**src/rtl/score_seg_595_if.sv**
```systemverilog
// Pin bundle of the score/timer display: game-side inputs plus the four 74HC595 control pins.
// master drives the game inputs and observes the pins; slave is the display driver.
interface score_seg_595_if;
    logic [7:0] bcd_data;
    logic       clear_signal;
    logic       start_signal;
    logic       stcp;
    logic       shcp;
    logic       ds;
    logic       oe;

    modport master (
        output bcd_data, clear_signal, start_signal,
        input  stcp, shcp, ds, oe
    );

    modport slave (
        input  bcd_data, clear_signal, start_signal,
        output stcp, shcp, ds, oe
    );
endinterface

```
**src/rtl/score_seg_595_top.sv**
```systemverilog
// 6-digit score/timer display driven serially through two cascaded 74HC595s.
// Optional build macro LEADING_ZERO_BLANK_EN blanks leading zeros of the timer digits.
module score_seg_595_top #(
    parameter int unsigned DATA_CNT_MAX = 32'd49_999_999,
    parameter int unsigned SCAN_CNT_MAX = 32'd49_999
) (
    input  logic           sys_clk,
    input  logic           sys_rst_n,
    score_seg_595_if.slave bus
);
    localparam int unsigned DATA_W = (DATA_CNT_MAX > 32'd0) ? $clog2(DATA_CNT_MAX + 32'd1) : 32'd1;
    localparam int unsigned SCAN_W = (SCAN_CNT_MAX > 32'd0) ? $clog2(SCAN_CNT_MAX + 32'd1) : 32'd1;

    function automatic logic [15:0] bcd_inc(input logic [15:0] t);
        logic [15:0] r;
        logic        carry;
        r     = t;
        carry = 1'b1;
        for (int i = 0; i < 4; i++) begin
            if (carry) begin
                if (r[i*4 +: 4] == 4'd9) begin
                    r[i*4 +: 4] = 4'd0;
                    carry       = 1'b1;
                end else begin
                    r[i*4 +: 4] = r[i*4 +: 4] + 4'd1;
                    carry       = 1'b0;
                end
            end else begin
                carry = 1'b0;
            end
        end
        return r;
    endfunction

    function automatic logic [7:0] seg_of(input logic [3:0] d);
        logic [7:0] s;
        case (d)
            4'd0:    s = 8'hC0;
            4'd1:    s = 8'hF9;
            4'd2:    s = 8'hA4;
            4'd3:    s = 8'hB0;
            4'd4:    s = 8'h99;
            4'd5:    s = 8'h92;
            4'd6:    s = 8'h82;
            4'd7:    s = 8'hF8;
            4'd8:    s = 8'h80;
            4'd9:    s = 8'h90;
            default: s = 8'hFF;
        endcase
        return s;
    endfunction

    logic [DATA_W-1:0] data_cnt_q, data_cnt_d;
    logic [15:0]       timer_q, timer_d;
    logic [SCAN_W-1:0] scan_cnt_q, scan_cnt_d;
    logic [2:0]        digit_idx_q, digit_idx_d;
    logic [1:0]        cnt4_q, cnt4_d;
    logic [3:0]        cnt_bit_q, cnt_bit_d;
    logic [13:0]       frame_q, frame_d;
    logic              ds_q, ds_d;
    logic              shcp_q, shcp_d;
    logic              stcp_q, stcp_d;
    logic              oe_q, oe_d;

    logic [3:0]        digit_s;
    logic              blank_s;
    logic [7:0]        seg_s;
    logic [5:0]        sel_s;
    logic [13:0]       frame_now_s;
    logic [13:0]       frame_src_s;

    // Current digit's segment/select pattern, packed in shift order (seg a first, sel[0] last)
    always_comb begin
        digit_s     = 4'hF;
        blank_s     = 1'b0;
        frame_now_s = 14'd0;
        case (digit_idx_q)
            3'd0:    digit_s = bus.bcd_data[7:4];
            3'd1:    digit_s = bus.bcd_data[3:0];
            3'd2:    digit_s = timer_q[15:12];
            3'd3:    digit_s = timer_q[11:8];
            3'd4:    digit_s = timer_q[7:4];
            3'd5:    digit_s = timer_q[3:0];
            default: digit_s = 4'hF;
        endcase
`ifdef LEADING_ZERO_BLANK_EN
        case (digit_idx_q)
            3'd2:    blank_s = (timer_q[15:12] == 4'd0);
            3'd3:    blank_s = (timer_q[15:8] == 8'd0);
            3'd4:    blank_s = (timer_q[15:4] == 12'd0);
            default: blank_s = 1'b0;
        endcase
`else
        blank_s = 1'b0;
`endif
        if (blank_s) begin
            seg_s = 8'hFF;
        end else begin
            seg_s = seg_of(digit_s);
        end
        // dp separates score from time
        if (digit_idx_q == 3'd1) begin
            seg_s[7] = 1'b0;
        end else begin
            seg_s[7] = seg_s[7];
        end
        sel_s = 6'b000001 << digit_idx_q;
        frame_now_s[7:0] = seg_s;
        for (int k = 0; k < 6; k++) begin
            frame_now_s[8 + k] = sel_s[5 - k];
        end
        if (cnt_bit_q == 4'd0) begin
            frame_src_s = frame_now_s;
        end else begin
            frame_src_s = frame_q;
        end
    end

    // Next state of timer, digit scan and 595 serialiser
    always_comb begin
        data_cnt_d  = data_cnt_q;
        timer_d     = timer_q;
        scan_cnt_d  = scan_cnt_q;
        digit_idx_d = digit_idx_q;
        cnt4_d      = cnt4_q + 2'd1;
        cnt_bit_d   = cnt_bit_q;
        frame_d     = frame_q;
        ds_d        = ds_q;
        shcp_d      = shcp_q;
        stcp_d      = 1'b0;
        oe_d        = 1'b0;

        if (bus.clear_signal) begin
            data_cnt_d = {DATA_W{1'b0}};
            timer_d    = 16'h0000;
        end else if (bus.start_signal) begin
            if (data_cnt_q == DATA_W'(DATA_CNT_MAX)) begin
                data_cnt_d = {DATA_W{1'b0}};
                timer_d    = bcd_inc(timer_q);
            end else begin
                data_cnt_d = data_cnt_q + {{(DATA_W-1){1'b0}}, 1'b1};
            end
        end else begin
            data_cnt_d = data_cnt_q;
        end

        if (scan_cnt_q == SCAN_W'(SCAN_CNT_MAX)) begin
            scan_cnt_d  = {SCAN_W{1'b0}};
            digit_idx_d = (digit_idx_q == 3'd5) ? 3'd0 : digit_idx_q + 3'd1;
        end else begin
            scan_cnt_d  = scan_cnt_q + {{(SCAN_W-1){1'b0}}, 1'b1};
        end

        if (cnt4_q == 2'd3) begin
            cnt_bit_d = (cnt_bit_q == 4'd13) ? 4'd0 : cnt_bit_q + 4'd1;
        end else begin
            cnt_bit_d = cnt_bit_q;
        end

        // Frame is frozen at its start so a mid-frame digit change waits for the next frame
        if ((cnt_bit_q == 4'd0) && (cnt4_q == 2'd0)) begin
            frame_d = frame_now_s;
        end else begin
            frame_d = frame_q;
        end

        case (cnt4_q)
            2'd0: begin
                ds_d   = frame_src_s[cnt_bit_q];
                shcp_d = 1'b0;
            end
            2'd2:    shcp_d = 1'b1;
            default: shcp_d = shcp_q;
        endcase

        stcp_d = (cnt_bit_q == 4'd13) && (cnt4_q == 2'd3);
    end

    // State registers with synchronous active-low reset
    always_ff @(posedge sys_clk) begin
        if (!sys_rst_n) begin
            data_cnt_q  <= {DATA_W{1'b0}};
            timer_q     <= 16'h0000;
            scan_cnt_q  <= {SCAN_W{1'b0}};
            digit_idx_q <= 3'd0;
            cnt4_q      <= 2'd0;
            cnt_bit_q   <= 4'd0;
            frame_q     <= 14'd0;
            ds_q        <= 1'b0;
            shcp_q      <= 1'b0;
            stcp_q      <= 1'b0;
            oe_q        <= 1'b1;
        end else begin
            data_cnt_q  <= data_cnt_d;
            timer_q     <= timer_d;
            scan_cnt_q  <= scan_cnt_d;
            digit_idx_q <= digit_idx_d;
            cnt4_q      <= cnt4_d;
            cnt_bit_q   <= cnt_bit_d;
            frame_q     <= frame_d;
            ds_q        <= ds_d;
            shcp_q      <= shcp_d;
            stcp_q      <= stcp_d;
            oe_q        <= oe_d;
        end
    end

    assign bus.ds   = ds_q;
    assign bus.shcp = shcp_q;
    assign bus.stcp = stcp_q;
    assign bus.oe   = oe_q;
endmodule

```
**src/flat_wrapper.sv**
```systemverilog
// flat-port wrapper written by rule: the top's interface ports become plain ports
module score_seg_595_top_flat 
#(
    parameter int unsigned DATA_CNT_MAX = 32'd49_999_999,
    parameter int unsigned SCAN_CNT_MAX = 32'd49_999
)
  (sys_clk, sys_rst_n, bus_bcd_data, bus_clear_signal, bus_start_signal, bus_stcp, bus_shcp, bus_ds, bus_oe);
  score_seg_595_if bus_i ();
  input  logic sys_clk;
  input  logic sys_rst_n;
  input wire logic [$bits(bus_i.bcd_data)-1:0] bus_bcd_data;
  input wire logic [$bits(bus_i.clear_signal)-1:0] bus_clear_signal;
  input wire logic [$bits(bus_i.start_signal)-1:0] bus_start_signal;
  output wire logic [$bits(bus_i.stcp)-1:0] bus_stcp;
  output wire logic [$bits(bus_i.shcp)-1:0] bus_shcp;
  output wire logic [$bits(bus_i.ds)-1:0] bus_ds;
  output wire logic [$bits(bus_i.oe)-1:0] bus_oe;
  assign bus_i.bcd_data = bus_bcd_data;
  assign bus_i.clear_signal = bus_clear_signal;
  assign bus_i.start_signal = bus_start_signal;
  assign bus_stcp = bus_i.stcp;
  assign bus_shcp = bus_i.shcp;
  assign bus_ds = bus_i.ds;
  assign bus_oe = bus_i.oe;
  score_seg_595_top #(.DATA_CNT_MAX(DATA_CNT_MAX), .SCAN_CNT_MAX(SCAN_CNT_MAX)) u_core (.sys_clk(sys_clk), .sys_rst_n(sys_rst_n), .bus(bus_i));
endmodule
```
**config.mk**
```make
export PLATFORM = sky130hd
export DESIGN_NAME = score_seg_595_top_flat
export DESIGN_NICKNAME = d
export VERILOG_FILES = /design/src/rtl/score_seg_595_if.sv /design/src/rtl/score_seg_595_top.sv /design/src/flat_wrapper.sv
export SDC_FILE = /design/constraint.sdc
export NUM_CORES = 1
export LEC_CHECK = 0
export CAP_MARGIN = 40
export CORE_MARGIN = 2
export CORE_UTILIZATION = 46
export DETAILED_ROUTE_END_ITERATION = 12
export GPL_TIMING_DRIVEN = 0
export PLACE_DENSITY_LB_ADDON = 0.05
export SLEW_MARGIN = 20
export SYNTH_ARGS = -nofsm -noshare
export SYNTH_HDL_FRONTEND = slang
export SYNTH_SLANG_ARGS = --single-unit
```
**constraint.sdc**
```tcl
create_clock -name sys_clk -period 3.15 [get_ports sys_clk]
set_input_delay 0.315 -clock sys_clk [delete_from_list [all_inputs] [get_ports sys_clk]]
set_output_delay 0.315 -clock sys_clk [all_outputs]
set_load 0.01 [all_outputs]
```
# After elaboration in Yosys (flattened, before gate mapping)
# Memory sizes are Yosys's and may differ from the RTL's.
# Cells that the tools add are included.
[totals] ff_bits=85 rom_bits=112 in_bits=12 out_inout_bits=4 memories=1
[op_classes] addsub=9 order_cmp=1 eq_ne=14 shift=1 n_mux=28 bitwise_logic=1 reduce_logical=12
[memory_table] name="(no name shown)" words=16 width=7 read_ports=1 rd_clocked_by_memory_dff=0 write_ports=0 line_no="score_seg_595_top.sv:37" source="case (d)"
[ops] operator="26-bit by 1-bit adder with 26-bit output, second input constant" n=1
[ops] operator="26-bit == test, second input constant" n=1
[ops] operator="26-bit two-way mux" n=1
[ops] operator="4-bit one-hot mux with 6 select lines" n=1
[ops] operator="4-bit by 1-bit adder with 4-bit output, second input constant" n=5
[ops] operator="4-bit == test, second input constant" n=5
[ops] operator="4-bit two-way mux" n=5
[ops] operator="1-bit two-way mux" n=17
[ops] operator="16-bit by 1-bit adder with 16-bit output, second input constant" n=1
[ops] operator="16-bit == test, second input constant" n=1
[ops] operator="14-bit two-way mux" n=1
[ops] operator="3-bit AND reduction" n=3
[ops] operator="3-bit by 2-bit == test with 1-bit output, second input constant" n=2
[ops] operator="3-bit == test, second input constant" n=2
[ops] operator="1-bit by 3-bit left shift with 6-bit output, first input constant" n=1
[ops] operator="4-bit by 5-bit < comparator with 1-bit output, second input constant" n=1
[ops] operator="1-bit binary-select mux with 4-bit select" n=1
[ops] operator="2-bit == test, second input constant" n=2
[ops] operator="4-bit zero test" n=1
[ops] operator="2-bit OR reduction" n=2
[ops] operator="3-bit by 1-bit adder with 3-bit output, second input constant" n=1
[ops] operator="3-bit by 1-bit == test with 1-bit output, second input constant" n=1
[ops] operator="3-bit zero test" n=1
[ops] operator="3-bit two-way mux" n=1
[ops] operator="7 further kinds" n=8

# Logic depth before layout (Yosys ltp)
# Gate-level depths: netlist of the first run.
[depth] word_depth=14 depth_mapped=11 depth_no_buf=9

# Least setup slack after synthesis of the first run
# No wires, ideal clock.
[synth_path] path_type="reg-to-reg" startpoint="register u_core.digit_idx_q[2]" endpoint="register u_core.frame_q[5]" setup_time_ns=0.131 t_arrival_ns=2.232 t_required_ns=3.019 setup_slack_ns=0.788 path_stages_with_launch=11 n_path_buf=1 period_less_slack_ns=2.362 cell_sequence="dfxtp_1 clkbuf_1 inv_1 ha_1 a222oi_1 o31a_1 inv_1 ha_1 nor3b_1 a21o_1 a21oi_1"
[synth_between] elab_chain_len=3
[synth_lines] item="from (decl)" line_no="score_seg_595_top.sv:56" source="logic [2:0] digit_idx_q, digit_idx_d;"
[synth_lines] item="from (signal assigned)" line_no="score_seg_595_top.sv:197" source="digit_idx_q <= digit_idx_d;"
[synth_lines] item="3-bit == test, or another cell as far along" line_no="score_seg_595_top.sv:77" source="case (digit_idx_q)"
[synth_lines] item="4-bit one-hot mux with 6 select lines *" line_no="score_seg_595_top.sv:77"
[synth_lines] item="memory 16 x 7 bit *"
[synth_lines] item="to (signal assigned)" line_no="score_seg_595_top.sv:200" source="frame_q <= frame_d;"
[synth_lines] item="to (decl)" line_no="score_seg_595_top.sv:59" source="logic [13:0] frame_q, frame_d;"
# Mark *: on every way between the ends. The rest lies on a longest branch, timed or not.
# A chain may end at the register's enable or synchronous reset.

# Worst setup path after layout of the first run
# Same ends and word-level chain as after synthesis.

==> results.json, run 1 <==
{
  "status": "finished clean",
  "grt_pass1_wl_mm": 15.7,
  "fin_crit_ns": 2.87,
  "hp-start": "u_core.cnt4_q[0]",
  "ys_seq_area_share_pct": 40.2,
  "clock_sinks": 85,
  "ys_ff_latch": 85,
  "slew_headroom_pct": 44.2,
  "wl_met3_um": 339,
  "die_h_um": 100,
  "crit_fanout": 10,
  "port_buffers": 15,
  "clk-insertion-delay-late_ns": 0.36,
  "async_flop_share_pct": 0,
  "max_stage_delay_ns": 0.45,
  "wl_met1_mm": 4.51,
  "synth_compound_area_share_pct": 10.7,
  "synth-xor-area-share_pct": 9.92,
  "design_area_um2": 4740,
  "synthSimpleGateAreaFrac_pct": 29.4,
  "wl_per_cell_um": 14.1,
  "worstSetupPathType": "reg2reg",
  "syn_area_um2": 4240,
  "synthCells": 500,
  "nNetsFinal": 548,
  "finalCritPeriodShare_pct": 91.1,
  "crit_start": "u_core.digit_idx_q[2]",
  "synthAdderAreaFrac_pct": 2.66,
  "clk_path_buf_depth": 2,
  "setup_slack_ns": 0.280,
  "start_kind": "flip-flop",
  "fillers": 914,
  "min_path_type": "reg2reg",
  "synth_cell_types": 67,
  "post_cts_resized": 0,
  "area_growth_syn_to_layout_pct": 11.9,
  "grt_max_degree": 15,
  "routed-wl-met2_mm": 4.11,
  "drive_gt1_share_pct": 7.14,
  "grt_pass1_vias": 3372,
  "regArea_um2": 1700,
  "slowest_stage": "dfxtp_1",
  "max_freq_ghz": 0.348,
  "yosysTopAreaCell": "dfxtp_1",
  "cts_tree": "built",
  "tightest_slew_ns": 0.825,
  "fin_tns_setup_ns": 0,
  "antenna_left": 0,
  "p_per_area_nw_per_um2": 443,
  "hold_violations": 0,
  "dpl.hpwl_mm": 6.54,
  "crit_required_ns": 3.39,
  "htreeDepth": 3,
  "pre_cts_ws_ns": 0.331,
  "grt_usage_pct": 19.5,
  "synth_fp_nets": 521,
  "cts_made_buffers": 9,
  "end_kind": "flip-flop",
  "drv_cap": 0,
  "avgSynthCellArea_um2": 8.47,
  "ir_drop_mv": 0.225,
  "clock_skew_ns": 0.0106,
  "slew_viol_final": 0,
  "p_leak_nw": 1.65,
  "top_layer": "met4",
  "die_w_um": 100,
  "coreArea_um2": 9060,
  "netlist.area_leader.share_pct": 40.2,
  "synth_top_family_by_area": "simple AND/OR/NAND/NOR gates",
  "pin_count": 16,
  "hold_buffers": 0,
  "multiInputGateArea_um2": 2350,
  "setup_viol": 0,
  "root_buffer": "clkbuf_8",
  "grt_overflow": 0,
  "reg2reg_from": "u_core.digit_idx_q[2]",
  "drc": 0,
  "diodes": 0,
  "synth_flop_cell": "dfxtp_1",
  "worst_ep_arrival_time_ns": 3.11,
  "vias_per_cell": 5.49,
  "design.die.area_um2": 9990,
  "dr.first_iter.drc_count": 103,
  "start_util_pct": 46.7,
  "synthMuxAreaShare_pct": 2.92,
  "globalplace.congestion": 0.874,
  "drtPass1Iterations": 4,
  "routed_wl_mm": 9.10,
  "synth.area.top_cells": "dfxtp_1 (40%), nor2_1 (7.3%), xor2_1 (6.2%), xnor2_1 (3.7%), nand2_1 (3.5%)",
  "synth_edf_count": 0,
  "place_area_um2": 4530,
  "clkSlewWorstSetupHoldPaths_ns": 0.08,
  "antenna_found_initial": 0,
  "yosysWarnings": 0,
  "grt_setup_unrepaired": "false",
  "num_vias": 3533,
  "cts_setup_buffers": 0,
  "core.rowCount": 35,
  "crit_chain": "clkbuf_1, inv_1, ha_1, a222oi_1, o31a_1, inv_1, ha_1, nor3b_1, a21o_1, a21oi_1"
}
layer usage:
layer	up-vias	track usage [%]
li1	1796	-
met1	1664	26.5
met2	63	30.5
met3	10	4.04
met4	0	7.80
met5	-	0
path summary, 6_finish.rpt:
| check | cells past startpoint | endpoint | slack [ns] |
|---|---|---|---|
| min | 1 | u_core.cnt4_q[0] | 0.45 |
| max | 10 | u_core.frame_q[5] | 0.28 |
| max reg2reg | 10 | u_core.frame_q[5] | 0.28 |
| min reg2reg | 1 | u_core.cnt4_q[0] | 0.45 |
sequential cells by signal, summed over array words and instances (netlist names):
name	flops
u_core.bus.ds	1
u_core.bus.oe	1
u_core.bus.shcp	1
u_core.bus.stcp	1
u_core.cnt4_q	2
u_core.cnt_bit_q	4
u_core.data_cnt_q	26
u_core.digit_idx_q	3
u_core.frame_q	14
u_core.scan_cnt_q	16
u_core.timer_q	16
synth_stat cells (4+ instances only):
library cell / number
a21oi_1: 26
a31oi_1: 4
and3_1: 6
and4_1: 4
clkbuf_1: 14
dfxtp_1: 85
ha_1: 9
inv_1: 15
mux2i_1: 9
nand2_1: 40
nand3_1: 28
nand3b_1: 4
nand4_1: 13
nor2_1: 82
nor2b_1: 9
nor3_1: 9
nor3b_1: 5
nor4b_1: 4
o21ai_0: 15
or4_1: 5
xnor2_1: 18
xor2_1: 30
critical path: cells and delay by family, from the launching register on:
kind | cells | cell delay [ns]
buf+inv | 3 | 0.67
flops | 1 | 0.45
simple gates | 1 | 0.31
fa+ha+maj | 2 | 0.50
compound gates | 4 | 0.81
per-stage QoR:
| step | power (mW) | hold WS (ns) | util (%) | cells |
|---|---|---|---|---|
| 2_1_floorplan | 1.24 | 0.417 | - | 500 |
| 3_3_place_gp | 1.29 | 0.436 | 49.9 | 626 |
| 3_5_place_dp | 1.29 | 0.444 | 50.0 | 627 |
| 4_1_cts | 2.12 | 0.456 | 52.3 | 643 |
| 5_1_grt | 2.19 | 0.477 | 52.3 | 643 |
| 6_report | 2.10 | 0.449 | 52.3 | 643 |
report_power, final:
group	switching, mW	total [mW]	internal, mW
Sequential	0.0180	1.12	1.10
Clock	0.418	0.833	0.415
Combinational	0.0844	0.150	0.0656
Total	0.521	2.10	1.58
kinds of logic (layout without fill, tap and decap cells):
| kind of cell | Yosys count | count (layout) |
|---|---|---|
| AND/OR/NAND/NOR | 236 | 236 |
| XOR/XNOR | 48 | 48 |
| flip-flops | 85 | 85 |
| AO/OA/AOI/OAI | 72 | 72 |
| adder cells (fa/ha/maj) | 9 | 9 |
| multiplexers | 11 | 11 |
| buffers and inverters | 39 | 71 |
area by class of cell:
type / instances / area share [%]
clock buffer: 12 / 3.27
clock inverter: 4 / 1.16
multi-input combinational: 376 / 49.7
tap: 111 / 2.93
inverter: 16 / 1.27
timing repair buffer: 16 / 3.27
sequential: 85 / 35.9
buffer: 23 / 2.53
placed cells by master, fill, tap and decap left out, types with 4 or more instances in the layout:
master	netlist	layout
a31oi_1	4	4
a21oi_1	26	26
ha_1	9	9
nor3b_1	5	5
nand3_1	28	28
nor4b_1	4	4
nand3b_1	4	4
dfxtp_1	85	85
and4_1	4	4
clkdlybuf4s50_1	0	15
inv_1	15	15
nand2_1	40	40
nor2_1	82	82
nor3_1	9	9
xnor2_1	18	18
clkbuf_8	1	12
mux2i_1	9	9
clkbuf_1	14	15
and3_1	6	6
or4_1	5	5
nor2b_1	9	9
xor2_1	30	30
o21ai_0	15	15
nand4_1	13	13
Power figures use the tool's default switching activity.
==> inputs of run 2 (changes only) <==
--- a/config.mk
+++ b/config.mk
@@ -5,7 +5,6 @@
 export SDC_FILE = /design/constraint.sdc
 export NUM_CORES = 1
 export LEC_CHECK = 0
-export CAP_MARGIN = 40
 export CORE_MARGIN = 2
 export CORE_UTILIZATION = 46
 export DETAILED_ROUTE_END_ITERATION = 12
==> results.json, run 2 (synthesized netlist as in run 1, its figures left out) <==
{
  "status": "finished clean",
  "grt_overflow": 0,
  "post_cts_resized": 0,
  "reg2reg_from": "u_core.digit_idx_q[2]",
  "power_frac_comb_pct": 7.7,
  "slew_headroom_pct": 28.4,
  "die_w_um": 100,
  "num_vias": 3500,
  "min_path_type": "reg2reg",
  "instances_no_fill": 641,
  "slew_viol_final": 0,
  "hold_depth": 1,
  "regMostFlops": "u_core.data_cnt_q",
  "crit_fanout": 10,
  "timing.rr.end": "u_core.frame_q[5]",
  "fin_crit_ns": 2.91,
  "regArea_um2": 1700,
  "hp-start": "u_core.cnt4_q[0]",
  "wl_per_cell_um": 14.0,
  "pin_count": 16,
  "regToRegSetupSlack_ns": 0.24,
  "start_kind": "flip-flop",
  "dr.first_iter.drc_count": 121,
  "ir_drop_mv": 0.199,
  "worst_ep_arrival_time_ns": 3.14,
  "drc": 0,
  "worstSetupPathType": "reg2reg",
  "clock_sinks": 85,
  "nNetsFinal": 547,
  "dp.cells": 626,
  "grt_pass1_vias": 3375,
  "cts_made_buffers": 9,
  "design.die.area_um2": 9990,
  "tightest_slew_ns": 1.06,
  "hold_buffers": 0,
  "htreeDepth": 3,
  "antenna_left": 0,
  "vias_per_cell": 5.46,
  "holdPathEnd": "u_core.cnt4_q[0]",
  "p_leak_nw": 1.62,
  "clkSlewWorstSetupHoldPaths_ns": 0.08,
  "antenna_found_initial": 0,
  "start_util_pct": 46.7,
  "die_h_um": 100,
  "clock_skew_ns": 0.0121,
  "port_buffers": 15,
  "intPower_mw": 1.45,
  "largest_register_ffs": 26,
  "hold_violations": 0,
  "clk-insertion-delay-late_ns": 0.35,
  "place_area_um2": 4530,
  "fin_tns_setup_ns": 0,
  "end_kind": "flip-flop",
  "switching_share_pct": 25.5,
  "finalCritPeriodShare_pct": 92.5,
  "cts_tree": "built",
  "drv_cap": 0,
  "setup_viol": 0,
  "final_common_cell": "dfxtp_1",
  "grt_setup_unrepaired": "false",
  "reg_top3": "u_core.data_cnt_q x26, u_core.scan_cnt_q x16, u_core.timer_q x16",
  "crit_start": "u_core.digit_idx_q[2]",
  "drtPass1Iterations": 4,
  "globalplace.congestion": 0.874,
  "p_per_area_nw_per_um2": 415,
  "area_growth_syn_to_layout_pct": 10.7,
  "final_cell_mix": "dfxtp_1 (85), nor2_1 (82), nand2_1 (40)",
  "max_freq_ghz": 0.343,
  "multiInputGateArea_um2": 2350,
  "diodes": 0,
  "coreArea_um2": 9060,
  "drive_gt1_share_pct": 6.79,
  "clk_path_buf_depth": 2,
  "p_total_mw": 1.94,
  "grt_usage_pct": 19.2,
  "grt_pass1_wl_mm": 15.5,
  "power_switching_mw": 0.495,
  "crit_required_ns": 3.38,
  "root_buffer": "clkbuf_8",
  "clkPwrFrac_pct": 34.9,
  "reg2reg_depth": 10,
  "p_seq_share_pct": 57.5,
  "grt_max_degree": 15,
  "fillers": 891,
  "cts_setup_buffers": 0,
  "core.rowCount": 35,
  "dpl.hpwl_mm": 6.51,
  "design_area_um2": 4690,
  "timing.hold.ws_ns": 0.450,
  "routed_wl_mm": 8.99
}
[run 2: cell types whose count changed in the layout (fill, tap and decap cells not counted)]
cell        delta
clkinvlp_4     +1
bufinv_16      -1
clkinv_2       +1
buf_2          -1
clkbuf_8       -2
[run 2: through the flow]
stage | setup slack, ns | utilization [%]
finish | 0.236 | 51.7
global route | 0.0184 | 51.7
CTS | 0.277 | 51.7
detailed placement | 0.322 | 49.9
global placement | 0.285 | 49.9
floorplan | 0.788 | -
[run 2: critical path, cell delays in order (launching register included)]
cell and delay, ns:
dfxtp_1 0.45, clkbuf_1 0.41, inv_1 0.16, ha_1 0.30
a222oi_1 0.39, o31a_1 0.28, inv_1 0.10, ha_1 0.20
nor3b_1 0.31, a21o_1 0.12, a21oi_1 0.05
[run 2: metal layers]
metal	wire (um)	vias to the layer above	GRT usage (%)
met5	0	-	0
met4	78	0	6.32
met3	374	4	4.53
met2	4120	60	31.2
met1	4420	1644	25.3
li1	-	1792	-
[run 2: power groups by stage]
stage	Sequential (mW)	Clock (mW)	Combinational [mW]
after floorplan	1.14	0	0.0977
after global placement	1.14	0	0.147
after detailed placement	1.14	0	0.149
after CTS	1.12	0.713	0.149
after global routing	1.12	0.759	0.169
final	1.12	0.678	0.149
[run 2: worst max path at each step]
stage                   endpoint  cells past startpoint  slack, ns
2_1_floorplan  u_core.frame_q[5]                     10       0.79
3_3_place_gp   u_core.frame_q[5]                     10       0.29
3_5_place_dp   u_core.frame_q[5]                     10       0.32
4_1_cts        u_core.frame_q[5]                     10       0.28
5_1_grt        u_core.frame_q[5]                     10       0.02
6_report       u_core.frame_q[5]                     10       0.24
[run 2: area by class of cell]
type                    count  area share [%]
repair buffers             15            3.20
flip-flops and latches     85            36.3
plain buffers              23            2.56
multi-input cells         376            50.2
well taps                 111            2.96
clock inverters             5           0.800
inverters                  16            1.28
clock buffers              10            2.72
==> inputs of run 3 (changes only) <==
--- a/config.mk
+++ b/config.mk
@@ -5,6 +5,7 @@
 export SDC_FILE = /design/constraint.sdc
 export NUM_CORES = 1
 export LEC_CHECK = 0
+export CAP_MARGIN = 10
 export CORE_MARGIN = 2
 export CORE_UTILIZATION = 46
 export DETAILED_ROUTE_END_ITERATION = 12
==> results of run 3 <==
Same layout as run 2: the final DEF is identical, and so are final timing and power.
